==> config.mk <==
export PLATFORM = sky130hd
export DESIGN_NAME = uart_tx
export DESIGN_NICKNAME = d
export VERILOG_FILES = /design/src/rtl/uart_tx.sv
export SDC_FILE = /design/constraint.sdc
export NUM_CORES = 1
export LEC_CHECK = 0
export ABC_CLOCK_PERIOD_IN_PS = 2500
export BUFFER_PORTS_ARGS = -buffer_cell sky130_fd_sc_hd__buf_2
export CAP_MARGIN = 30
export CORE_ASPECT_RATIO = 0.6
export CORE_UTILIZATION = 45
export DETAILED_ROUTE_END_ITERATION = 7
export PLACE_DENSITY = 0.68
export SYNTH_ARGS = -nofsm -noshare
export SYNTH_HDL_FRONTEND = slang
export SYNTH_SLANG_ARGS = --single-unit
==> constraint.sdc <==
create_clock -name clk -period 2.5 [get_ports clk]
set_input_delay 0.375 -clock clk [delete_from_list [all_inputs] [get_ports clk]]
set_output_delay 0.375 -clock clk [all_outputs]
set_load 0.05 [all_outputs]
==> src/rtl/uart_tx.sv <==
// -----------------------------------------------------------------------------
// uart_tx
// Purpose : 8N1 UART transmitter with a 4-entry transmit FIFO. Bytes written
//           through wr_en/din are queued and sent LSB first, framed by one
//           start bit (low) and one stop bit (high). When the FIFO still holds
//           data at the end of a stop bit, the next frame starts on the very
//           next cycle, so streamed bytes go out back-to-back.
// Ports   : clk    - system clock, all state changes on its rising edge
//           reset  - asynchronous, active-low reset
//           wr_en  - FIFO write request
//           din    - byte to enqueue when the write is accepted
//           full   - FIFO holds 4 bytes (writes are dropped)
//           empty  - FIFO holds 0 bytes
//           TX     - registered serial line, idle high
//           busy   - transmitter is in the middle of a frame
//           done   - one-cycle pulse during the last cycle of each stop bit
// -----------------------------------------------------------------------------
module uart_tx #(
   parameter int CLKS_PER_BIT = 10416,
   parameter int FIFO_DEPTH   = 4
) (
   input  logic       clk,
   input  logic       reset,
   input  logic       wr_en,
   input  logic [7:0] din,
   output logic       full,
   output logic       empty,
   output logic       TX,
   output logic       busy,
   output logic       done
);

   localparam int CNT_W = (CLKS_PER_BIT > 1) ? $clog2(CLKS_PER_BIT) : 1;
   localparam logic [CNT_W-1:0] BAUD_LAST  = CNT_W'(CLKS_PER_BIT - 1);
   localparam logic [2:0]       FULL_COUNT = 3'(FIFO_DEPTH);

   localparam logic [1:0] IDLE  = 2'd0;
   localparam logic [1:0] START = 2'd1;
   localparam logic [1:0] DATA  = 2'd2;
   localparam logic [1:0] STOP  = 2'd3;

   logic [7:0]       r_mem [4];
   logic [1:0]       r_wrPtr;
   logic [1:0]       r_rdPtr;
   logic [2:0]       r_count;

   logic [1:0]       r_state;
   logic [CNT_W-1:0] r_baudCnt;
   logic [2:0]       r_bitIdx;
   logic [7:0]       r_shift;
   logic             r_tx;

   logic             w_full;
   logic             w_empty;
   logic             w_push;
   logic             w_pop;
   logic             w_bitEnd;
   logic [7:0]       w_head;

   assign w_full   = (r_count == FULL_COUNT);
   assign w_empty  = (r_count == 3'd0);
   assign w_push   = wr_en && !w_full;
   assign w_bitEnd = (r_baudCnt == BAUD_LAST);
   assign w_head   = r_mem[r_rdPtr];

   // The FSM takes a byte either straight from idle or at the final stop
   // cycle, which is what makes back-to-back frames gap-free.
   assign w_pop = !w_empty && ((r_state == IDLE) || ((r_state == STOP) && w_bitEnd));

   assign full  = w_full;
   assign empty = w_empty;
   assign TX    = r_tx;
   assign busy  = (r_state != IDLE);
   assign done  = (r_state == STOP) && w_bitEnd;

   // Storage array needs no reset: an entry is only read after it was written.
   always_ff @(posedge clk) begin
      if (w_push) begin
         r_mem[r_wrPtr] <= din;
      end
   end

   // Pointers wrap naturally at 4. The write decision uses the count from
   // before the edge, so a pop on the same edge cannot rescue a write to a
   // full FIFO, and a simultaneous push and pop leaves the count unchanged.
   always_ff @(posedge clk or negedge reset) begin
      if (!reset) begin
         r_wrPtr <= 2'd0;
         r_rdPtr <= 2'd0;
         r_count <= 3'd0;
      end else begin
         if (w_push) begin
            r_wrPtr <= r_wrPtr + 2'd1;
         end
         if (w_pop) begin
            r_rdPtr <= r_rdPtr + 2'd1;
         end
         case ({w_push, w_pop})
            2'b10:   r_count <= r_count + 3'd1;
            2'b01:   r_count <= r_count - 3'd1;
            default: r_count <= r_count;
         endcase
      end
   end

   // Frame sequencer. TX is driven from a register one edge ahead of each
   // bit, so every bit value is set on the same edge that starts its period.
   // The shift register is shifted only between data bits; r_shift[0] is
   // always the bit currently on the line during DATA.
   always_ff @(posedge clk or negedge reset) begin
      if (!reset) begin
         r_state   <= IDLE;
         r_baudCnt <= '0;
         r_bitIdx  <= 3'd0;
         r_shift   <= 8'h00;
         r_tx      <= 1'b1;
      end else begin
         case (r_state)
            IDLE: begin
               r_baudCnt <= '0;
               r_bitIdx  <= 3'd0;
               r_tx      <= 1'b1;
               if (w_pop) begin
                  r_shift <= w_head;
                  r_tx    <= 1'b0;
                  r_state <= START;
               end
            end
            START: begin
               if (w_bitEnd) begin
                  r_baudCnt <= '0;
                  r_tx      <= r_shift[0];
                  r_state   <= DATA;
               end else begin
                  r_baudCnt <= r_baudCnt + CNT_W'(1);
               end
            end
            DATA: begin
               if (w_bitEnd) begin
                  r_baudCnt <= '0;
                  if (r_bitIdx == 3'd7) begin
                     r_bitIdx <= 3'd0;
                     r_tx     <= 1'b1;
                     r_state  <= STOP;
                  end else begin
                     r_bitIdx <= r_bitIdx + 3'd1;
                     r_shift  <= {1'b0, r_shift[7:1]};
                     r_tx     <= r_shift[1];
                  end
               end else begin
                  r_baudCnt <= r_baudCnt + CNT_W'(1);
               end
            end
            STOP: begin
               if (w_bitEnd) begin
                  r_baudCnt <= '0;
                  if (w_pop) begin
                     r_shift <= w_head;
                     r_tx    <= 1'b0;
                     r_state <= START;
                  end else begin
                     r_tx    <= 1'b1;
                     r_state <= IDLE;
                  end
               end else begin
                  r_baudCnt <= r_baudCnt + CNT_W'(1);
               end
            end
            default: begin
               r_state <= IDLE;
               r_tx    <= 1'b1;
            end
         endcase
      end
   end

endmodule
* Yosys cells after proc, flatten, opt, wreduce, memory -nomap -nowiden
Memory sizes are Yosys's and may differ from the RTL's. Index checks and enable logic that the tools add are counted.
Storage, ports and cells: word-level logic and storage cells 72, output and inout bits 5, memory bits (read-only) 0, bits in latches 0, register bits 35, memories 1, bits in writable memories 32, input bits 11
Memory list:
- r_mem | depth 4, width 8, read ports 1, clocked after memory_dff 0, write ports 1, line 42 | logic [7:0] r_mem [4];
Operators by class: $mul 0, multiplexer cells 26, shifts and indexed selects 0, add/sub/neg operators 6, equal/unequal tests 14, reduce and logical (&&, ||, !) cells 17, magnitude comparators 0, bitwise logic cells 0, divide/modulo/power cells 0
Operators by type and width (count):
- $mux W8 | 4
- $pmux W14 S2 | 1
- $pmux W8 S3 | 1
- $add A14 B1 Y14 const B | 1
- $eq A14 B14 Y1 const B | 1
- $mux W14 | 1
- $ne A2 B2 Y1 const B | 6
- $pmux W3 S2 | 2
- $mux W2 | 5
- $mux W1 | 8
- $pmux W2 S4 | 1
- $add A3 B1 Y3 const B | 2
- $eq A2 B2 Y1 const B | 3
- $eq A3 B3 Y1 const B | 2
- $mux W3 | 2
- $reduce_bool A2 Y1 | 3
- $reduce_and A5 Y1 | 1
- $add A2 B1 Y2 const B | 2
- $eq A2 B1 Y1 const B | 2
- $pmux W1 S4 | 1
- $reduce_and A4 Y1 | 1
- $logic_and A1 B1 Y1 | 3
- $logic_not A3 Y1 | 1
- $reduce_and A3 Y1 | 1
- other kinds (7) | 8

* Longest topological paths before layout
Gate-level depths: netlist (run 1).
depth after elaboration 7, depth in mapped cells 11, mapped depth without buffers 10

* Worst setup path after synthesis (run 1)
OpenSTA, ideal clock, no wires.
path type register to register, start point reg r_state[0], end point reg r_count[2], required time 2421 ps, path buffers 0, cell stages (with the launch flop) 11, clock period less this slack 2438 ps, arrival time 2359 ps, slack 62 ps, cells stage by stage dfrtp_1 > inv_1 > ha_1 > inv_1 > o22ai_2 > ha_1 > inv_1 > fa_1 > xor2_1 > nor2_1 > xor2_1
On the way: longest elaborated chain between the ends 6
Ends and longest elaborated chain:
- start: declaration | line 47 | logic [1:0] r_state;
- start signal: assignment | line 112 | r_state <= IDLE;
- start signal: assignment | line 126 | r_state <= START;
- start signal: assignment | line 133 | r_state <= DATA;
- $eq A2 B2 Y1 | line 68 | assign w_pop = !w_empty && ((r_state == IDLE) || ((r_state == STOP) && w_bitEnd));
- $logic_and A1 B1 Y1 | line 68
- $logic_or A1 B1 Y1 * | line 68
- $logic_and A1 B1 Y1 * | line 68
- via w_pop | line 56 | logic w_pop;
- $eq A2 B1 Y1 or $eq A2 B2 Y1 (tied branches) | line 98 | case ({w_push, w_pop})
- $pmux W3 S2 or $reduce_bool A2 Y1 (tied branches)
- end signal: assignment | line 99 | 2'b10: r_count <= r_count + 3'd1;
- end signal: assignment | line 100 | 2'b01: r_count <= r_count - 3'd1;
- end signal: assignment | line 101 | default: r_count <= r_count;
- end: declaration | line 45 | logic [2:0] r_count;
The timed path passes the listed nets; every way through them passes the cells marked *. A chain may end at the register's enable or synchronous reset.

* Worst setup path in the final report (run 1)
start point reg r_baudCnt[0], end point reg r_count[2]
On the way: longest elaborated chain between the ends 6
Ends and longest elaborated chain:
- start: declaration | line 48 | logic [CNT_W-1:0] r_baudCnt;
- start signal: assignment | line 135 | r_baudCnt <= r_baudCnt + CNT_W'(1);
- start signal: assignment | line 151 | r_baudCnt <= r_baudCnt + CNT_W'(1);
- start signal: assignment | line 166 | r_baudCnt <= r_baudCnt + CNT_W'(1);
- $eq A14 B14 Y1 * | line 63 | assign w_bitEnd = (r_baudCnt == BAUD_LAST);
- $logic_and A1 B1 Y1 * | line 68
- $logic_or A1 B1 Y1 * | line 68
- $logic_and A1 B1 Y1 * | line 68
- via w_pop | line 56
- $eq A2 B1 Y1 or $eq A2 B2 Y1 (tied branches) | line 98
- $pmux W3 S2 or $reduce_bool A2 Y1 (tied branches)
Marked as above.

==> flow_metrics.env, run 1 <==
export IMPL_io_pins=16
export IMPL_drc_errors=0
export IMPL_cts_resized=0
export IMPL_cp_arrival_ps=2590
export IMPL_fin_crit_ps=2330
export IMPL_min_path_type="in -> async"
export IMPL_h_tree_depth=3
export IMPL_grt_max_degree=36
export IMPL_synthXorXnorAreaFrac_pct=4.185
export IMPL_synth_mux_area_share_pct=7.373
export IMPL_vias=1808
export IMPL_synth_top_family_by_area="simple AND/OR/NAND/NOR gates"
export IMPL_antenna_found_initial=0
export IMPL_top_layer_used="met4"
export IMPL_area_growth_pct=15.07
export IMPL_p_leak_nw=1.512
export IMPL_setup_viol=0
export IMPL_async_flop_share_pct=52.24
export IMPL_initial_core_util_pct=46.82
export IMPL_path_max_fanout=4
export IMPL_synth_most_common_cell="dfrtp_1"
export IMPL_fin_ws_ps=169.7
export IMPL_grtUsageTotal_pct=17.28
export IMPL_synth_nets=264
export IMPL_critical_path_top_delay_family="adder cells"
export IMPL_powerDensity_nw_per_um2=1206
export IMPL_dr_pass1_iters=4
export IMPL_critPathBufInv=1
export IMPL_grt_pass1_wl_um=8825
export IMPL_postCtsSetupRepairBufs=0
export IMPL_seqPwrFrac_pct=38.4
export IMPL_power_internal_mw=2.795
export IMPL_cts_buffers=9
export IMPL_synth_top_area_share_pct=30.61
export IMPL_yosysUniqueCellTypes=43
export IMPL_critical_path_endpoint_type="flop"
export IMPL_cp_start_kind="flop"
export IMPL_grt_pass1_vias=1783
export IMPL_pre_cts_ws_ps=188.1
export IMPL_synth_seq_cells=67
export IMPL_path_cells="ha_1 -> and4_1 -> nand4_4 -> o22ai_2 -> ha_1 -> inv_1 -> fa_1 -> xor2_1 -> nor2_1 -> xor2_1"
export IMPL_p_total_mw=4.357
export IMPL_multi_input_area_sq_um=1216
export IMPL_cp_slowest_cell="dfrtp_1"
export IMPL_ys_flop_type="dfrtp_1"
export IMPL_design_area_sq_um=3612
export IMPL_io_buffer_count=15
export IMPL_clockPowerShare_pct=27.7
export IMPL_fp_row_count=23
export IMPL_diodes=0
export IMPL_cts_tree="done"
export IMPL_p_sw_mw=1.562
export IMPL_clockBufferDepth=2
export IMPL_final_nets=288
export IMPL_drtIter0Drc=57
export IMPL_ir_drop_mv=0.5341
export IMPL_netlist_area_sq_um=3139
export IMPL_drive_gt1_share_pct=22.01
export IMPL_maxCapViolations=0
export IMPL_die_w_um=109.8
export IMPL_num_fill_cells=556
export IMPL_grt_overflow=0
export IMPL_dieArea_sq_um=7325
export IMPL_core_sq_um=6705
export IMPL_max_freq_mhz=429.1
export IMPL_gp_congestion=0.7994
export IMPL_crit_type="reg -> reg"
export IMPL_slew_headroom_pct=49.45
export IMPL_fp_dieH_um=66.70
export IMPL_clk_pin_slew_worst_paths_ps=60
export IMPL_viasPerCell=5.093
export IMPL_hold_ws_ps=108.0
export IMPL_fin_crit_sh_pct=93.21
export IMPL_met1_length_um=2952
export IMPL_routed_wl_met3_um=174
export IMPL_status="completed"
export IMPL_syn_inst=239
export IMPL_p_comb_share_pct=33.9
export IMPL_wirelength_um=5171
export IMPL_cts_sinks=67
export IMPL_hold_viol=0
export IMPL_yosys_top_cells_count="dfrtp_1 (34), edfxtp_1 (32), nand2_1 (28)"
export IMPL_routedWlPerCell_um=14.57
export IMPL_synth_simple_area_share_pct=13.27
export IMPL_tns_ps=0
export IMPL_ys_top_cells_by_area="edfxtp_1 (31%), dfrtp_1 (27%), mux4_2 (5.7%)"
export IMPL_cpPeakStageDelay_ps=390
export IMPL_sequential_cell_area_sq_um=1838
export IMPL_synth_compound_area_share_pct=8.091
export IMPL_post_dp_cell_area_sq_um=3317
export IMPL_clk_latency_ps=330
export IMPL_worstPathRequired_ps=2760
export IMPL_met2_length_um=1940
export IMPL_dpl_hpwl_um=3705
export IMPL_synth_edf_count=32
export IMPL_synth_seq_area_share_pct=58.55
export IMPL_synthAdderAreaFrac_pct=5.819
export IMPL_swShare_pct=35.85
export IMPL_tightest_slew_ps=758.2
export IMPL_ant_nets=0
export IMPL_yosysTopAreaCell="edfxtp_1"
export IMPL_synth_warnings=0
export IMPL_rsz0062_at_grt="false"
export IMPL_synth_area_per_cell_sq_um=13.13
export IMPL_maxSlewViolCount=0
export IMPL_fin_skew_ps=8.657
export IMPL_cts_root_buf="clkbuf_16"
export IMPL_postCtsHoldBufs=0
## layout by cell type, fill, tap and decap left out, types with 3 or more instances in the layout
master     count
o21ai_0        8
and3_1         5
a21oi_1        6
buf_4          3
clkbuf_16      9
mux2i_1        4
edfxtp_1      32
nand4_1        4
nor2_1        20
ha_1          13
xor2_1        10
o221a_2        7
xnor2_1        5
mux4_2         8
or3_1          4
inv_1         15
buf_2         15
nand2_1       28
and2_1         4
dfrtp_1       34
nor2b_1        3
## final cells by class
cell class	instances	area share [%]
Clock buffer	9	6.235
Clock inverter	7	1.940
Inverter	15	1.559
Multi-Input combinational cell	152	33.67
Sequential cell	67	50.88
Tap cell	87	3.014
Timing Repair Buffer	18	2.702
## worst paths after layout
| path | startpoint | to | slack [ps] | depth (start not counted) |
|---|---|---|---|---|
| min in group clk | din[5] | r_mem[3][5]$_DFFE_PP_ | 250 | 1 |
| worst max register to register | r_baudCnt[0]$_DFF_PN0_ | r_count[2]$_DFFE_PN0P_ | 170 | 10 |
| max in group asynchronous | reset | r_shift[4]$_DFFE_PN0P_ | 1890 | 1 |
| worst min register to register | r_baudCnt[0]$_DFF_PN0_ | r_baudCnt[0]$_DFF_PN0_ | 490 | 1 |
| worst max-delay path | r_baudCnt[0]$_DFF_PN0_ | r_count[2]$_DFFE_PN0P_ | 170 | 10 |
| worst min-delay path | reset | r_baudCnt[2]$_DFF_PN0_ | 110 | 1 |
## per-stage QoR
stage	std cells	util [%]
2_1_floorplan	239	-
3_3_place_gp	339	49.47
3_5_place_dp	339	49.47
4_1_cts	355	53.87
5_1_grt	355	53.87
6_report	355	53.87
## flip-flops by register name, summed over array words and instances (netlist names)
register / cells
TX: 1
r_baudCnt: 14
r_bitIdx: 3
r_count: 3
r_mem: 32
r_rdPtr: 2
r_shift: 8
r_state: 2
r_wrPtr: 2
## layer usage
layer	vias to the layer above	track usage [%]
met4	0	7.500
met5	-	0
met1	865	25.43
met2	21	22.03
met3	8	6.751
li1	914	-
## worst register-to-register path, cell delays in order (launching register included)
cell and delay (ps):
dfrtp_1 390, ha_1 220, and4_1 300, nand4_4 120, o22ai_2 160, ha_1 210
inv_1 60, fa_1 390, xor2_1 150, nor2_1 110, xor2_1 150
## kinds of logic (layout without fill, tap and decap cells)
logic type,count (synthesis),in the layout
simple gates,79,79
compound gates,31,31
flops,67,67
fa+ha+maj,14,14
buf+inv,20,49
mux,13,13
xor+xnor,15,15
## power groups by stage
stage                     Sequential, mW  Clock, mW  Combinational, mW
after floorplan                     1.61          0               1.21
after global placement              1.69          0               1.47
after detailed placement            1.69          0               1.48
after CTS                           1.68       1.23               1.49
after global routing                1.71       1.28               1.66
final                               1.67       1.21               1.48
No activity file was read; power rests on OpenSTA's default activity.
==> run 2, diff against run 1 <==
--- a/config.mk
+++ b/config.mk
@@ -12,6 +12,7 @@
 export CORE_UTILIZATION = 45
 export DETAILED_ROUTE_END_ITERATION = 7
 export PLACE_DENSITY = 0.68
+export RECOVER_POWER = 50
 export SYNTH_ARGS = -nofsm -noshare
 export SYNTH_HDL_FRONTEND = slang
 export SYNTH_SLANG_ARGS = --single-unit
==> constraint.sdc (replaced) <==
create_clock -name clk -period 2.5 [get_ports clk]
set_input_delay 0.5 -clock clk [delete_from_list [all_inputs] [get_ports clk]]
set_output_delay 0.5 -clock clk [all_outputs]
set_load 0.05 [all_outputs]
==> flow_metrics.env, run 2 (synthesized netlist as in run 1, its figures left out) <==
export IMPL_clockBufferDepth=2
export IMPL_tns_ps=0
export IMPL_io_buffer_count=15
export IMPL_drive_gt1_share_pct=19.03
export IMPL_status="finished, violations left"
export IMPL_grt_pass1_wl_um=9232
export IMPL_dpl_hpwl_um=3782
export IMPL_path_cells="ha_1 -> and4_2 -> nand4_4 -> buf_4 -> nor2_1 -> buf_4"
export IMPL_layout_common_cells="dfrtp_1 (34), edfxtp_1 (32), nand2_1 (28)"
export IMPL_routedWlPerCell_um=15.57
export IMPL_cpPeakStageDelay_ps=390
export IMPL_cts_root_buf="clkbuf_16"
export IMPL_drtIter0Drc=124
export IMPL_powerDensity_nw_per_um2=1222
export IMPL_clockPowerShare_pct=27.7
export IMPL_top_regs="r_mem x32, r_baudCnt x14, r_shift x8"
export IMPL_area_growth_pct=14.63
export IMPL_fin_crit_sh_pct=95.63
export IMPL_fin_skew_ps=4.611
export IMPL_grt_max_degree=36
export IMPL_hold_ws_ps=422.4
export IMPL_cp_start_kind="flop"
export IMPL_cts_buffers=9
export IMPL_largest_reg_flops=32
export IMPL_drc_errors=0
export IMPL_grtUsageTotal_pct=18.20
export IMPL_path_max_fanout=14
export IMPL_ant_nets=0
export IMPL_io_pins=16
export IMPL_die_w_um=109.8
export IMPL_worstPathRequired_ps=2000
export IMPL_rsz0062_at_grt="false"
export IMPL_seqPwrFrac_pct=38.2
export IMPL_p_sw_mw=1.597
export IMPL_fp_row_count=23
export IMPL_setup_viol=0
export IMPL_critPathBufInv=2
export IMPL_min_path_type="in -> reg"
export IMPL_power_internal_mw=2.799
export IMPL_crit_top_cell="buf_4"
export IMPL_dr_pass1_iters=4
export IMPL_violations="max-capacitance violations, max-slew violations"
export IMPL_layout_commonest_cell="dfrtp_1"
export IMPL_antenna_found_initial=0
export IMPL_diodes=0
export IMPL_clk_latency_ps=340
export IMPL_h_tree_depth=3
export IMPL_initial_core_util_pct=46.82
export IMPL_cts_tree="done"
export IMPL_postCtsSetupRepairBufs=0
export IMPL_pre_cts_ws_ps=175.8
export IMPL_dieArea_sq_um=7325
export IMPL_grt_pass1_vias=1846
export IMPL_swShare_pct=36.33
export IMPL_core_sq_um=6705
export IMPL_ir_drop_mv=0.5891
export IMPL_tightest_slew_ps=1825
export IMPL_wirelength_um=5528
export IMPL_fin_ws_ps=109.2
export IMPL_maxCapViolations=1
export IMPL_cp_slowest_cell="dfrtp_1"
export IMPL_final_util_pct=53.67
export IMPL_final_nets=288
export IMPL_p_comb_share_pct=34.1
export IMPL_critical_path_endpoint_type="output pin"
export IMPL_clk_pin_slew_worst_paths_ps=60
export IMPL_gp_congestion=0.8095
export IMPL_critical_path_top_delay_family="simple AND/OR/NAND/NOR gates"
export IMPL_crit_type="reg -> out"
export IMPL_hold_viol=0
export IMPL_fp_dieH_um=66.70
export IMPL_slew_headroom_pct=-21.69
export IMPL_fin_crit_ps=2391
export IMPL_viasPerCell=5.389
export IMPL_cts_sinks=67
export IMPL_p_leak_nw=1.482
export IMPL_top_register="r_mem"
export IMPL_max_freq_mhz=418.3
export IMPL_vias=1913
export IMPL_maxSlewViolCount=36
export IMPL_cp_arrival_ps=1890
export IMPL_grt_overflow=0
[run 2: repair_timing]
action | CTS | global route
hold buffers | 0 | 0
setup endpoints to repair | 0 | 2
gates resized for setup | 0 | 4
[run 2: metal layers]
metal / vias to the layer above / track usage, % / part of all wire, %
li1: 911 / - / -
met1: 952 / 26.68 / 52
met2: 39 / 23.28 / 41
met4: 0 / 8.833 / 2.1
met5: - / 0 / 0
met3: 11 / 6.654 / 4.9
[run 2: layout make-up]
class | count | area (sq um)
fill | 580 | 3107
sequential | 67 | 1838
multi-input combinational | 152 | 1220
clock buffer | 9 | 225.2
tap | 87 | 108.9
timing repair buffer | 18 | 85.08
clock inverter | 7 | 65.06
inverter | 15 | 56.30
[run 2: stage by stage]
step	std cells	power (mW)	area, sq um
after CTS	355	4.427	3607
after global routing	355	4.671	3598
final	355	4.396	3598
after detailed placement	339	3.188	3317
after floorplan	239	2.824	3139
after global placement	339	3.170	3317
[run 2: worst paths after layout]
path                                         from                     end  slack, ps  cells past startpoint
setup / recovery           r_baudCnt[0]$_DFF_PN0_                    done        110                      6
hold / removal                             din[5]   r_mem[2][5]$_DFFE_PP_        420                      1
setup reg to reg           r_baudCnt[0]$_DFF_PN0_  r_count[2]$_DFFE_PN0P_        200                     10
hold reg to reg            r_baudCnt[0]$_DFF_PN0_  r_baudCnt[0]$_DFF_PN0_        490                      1
max in group asynchronous                   reset  r_wrPtr[0]$_DFFE_PN0P_        800                      1
min in group asynchronous                   reset  r_baudCnt[5]$_DFF_PN0_        650                      1
[run 2: power by group through the flow]
stage / sequential, mW / combinational (mW) / clock (mW)
finish: 1.68 / 1.50 / 1.22
global placement: 1.69 / 1.48 / 0
floorplan: 1.61 / 1.21 / 0
global route: 1.71 / 1.68 / 1.28
CTS: 1.68 / 1.51 / 1.24
detailed placement: 1.70 / 1.49 / 0
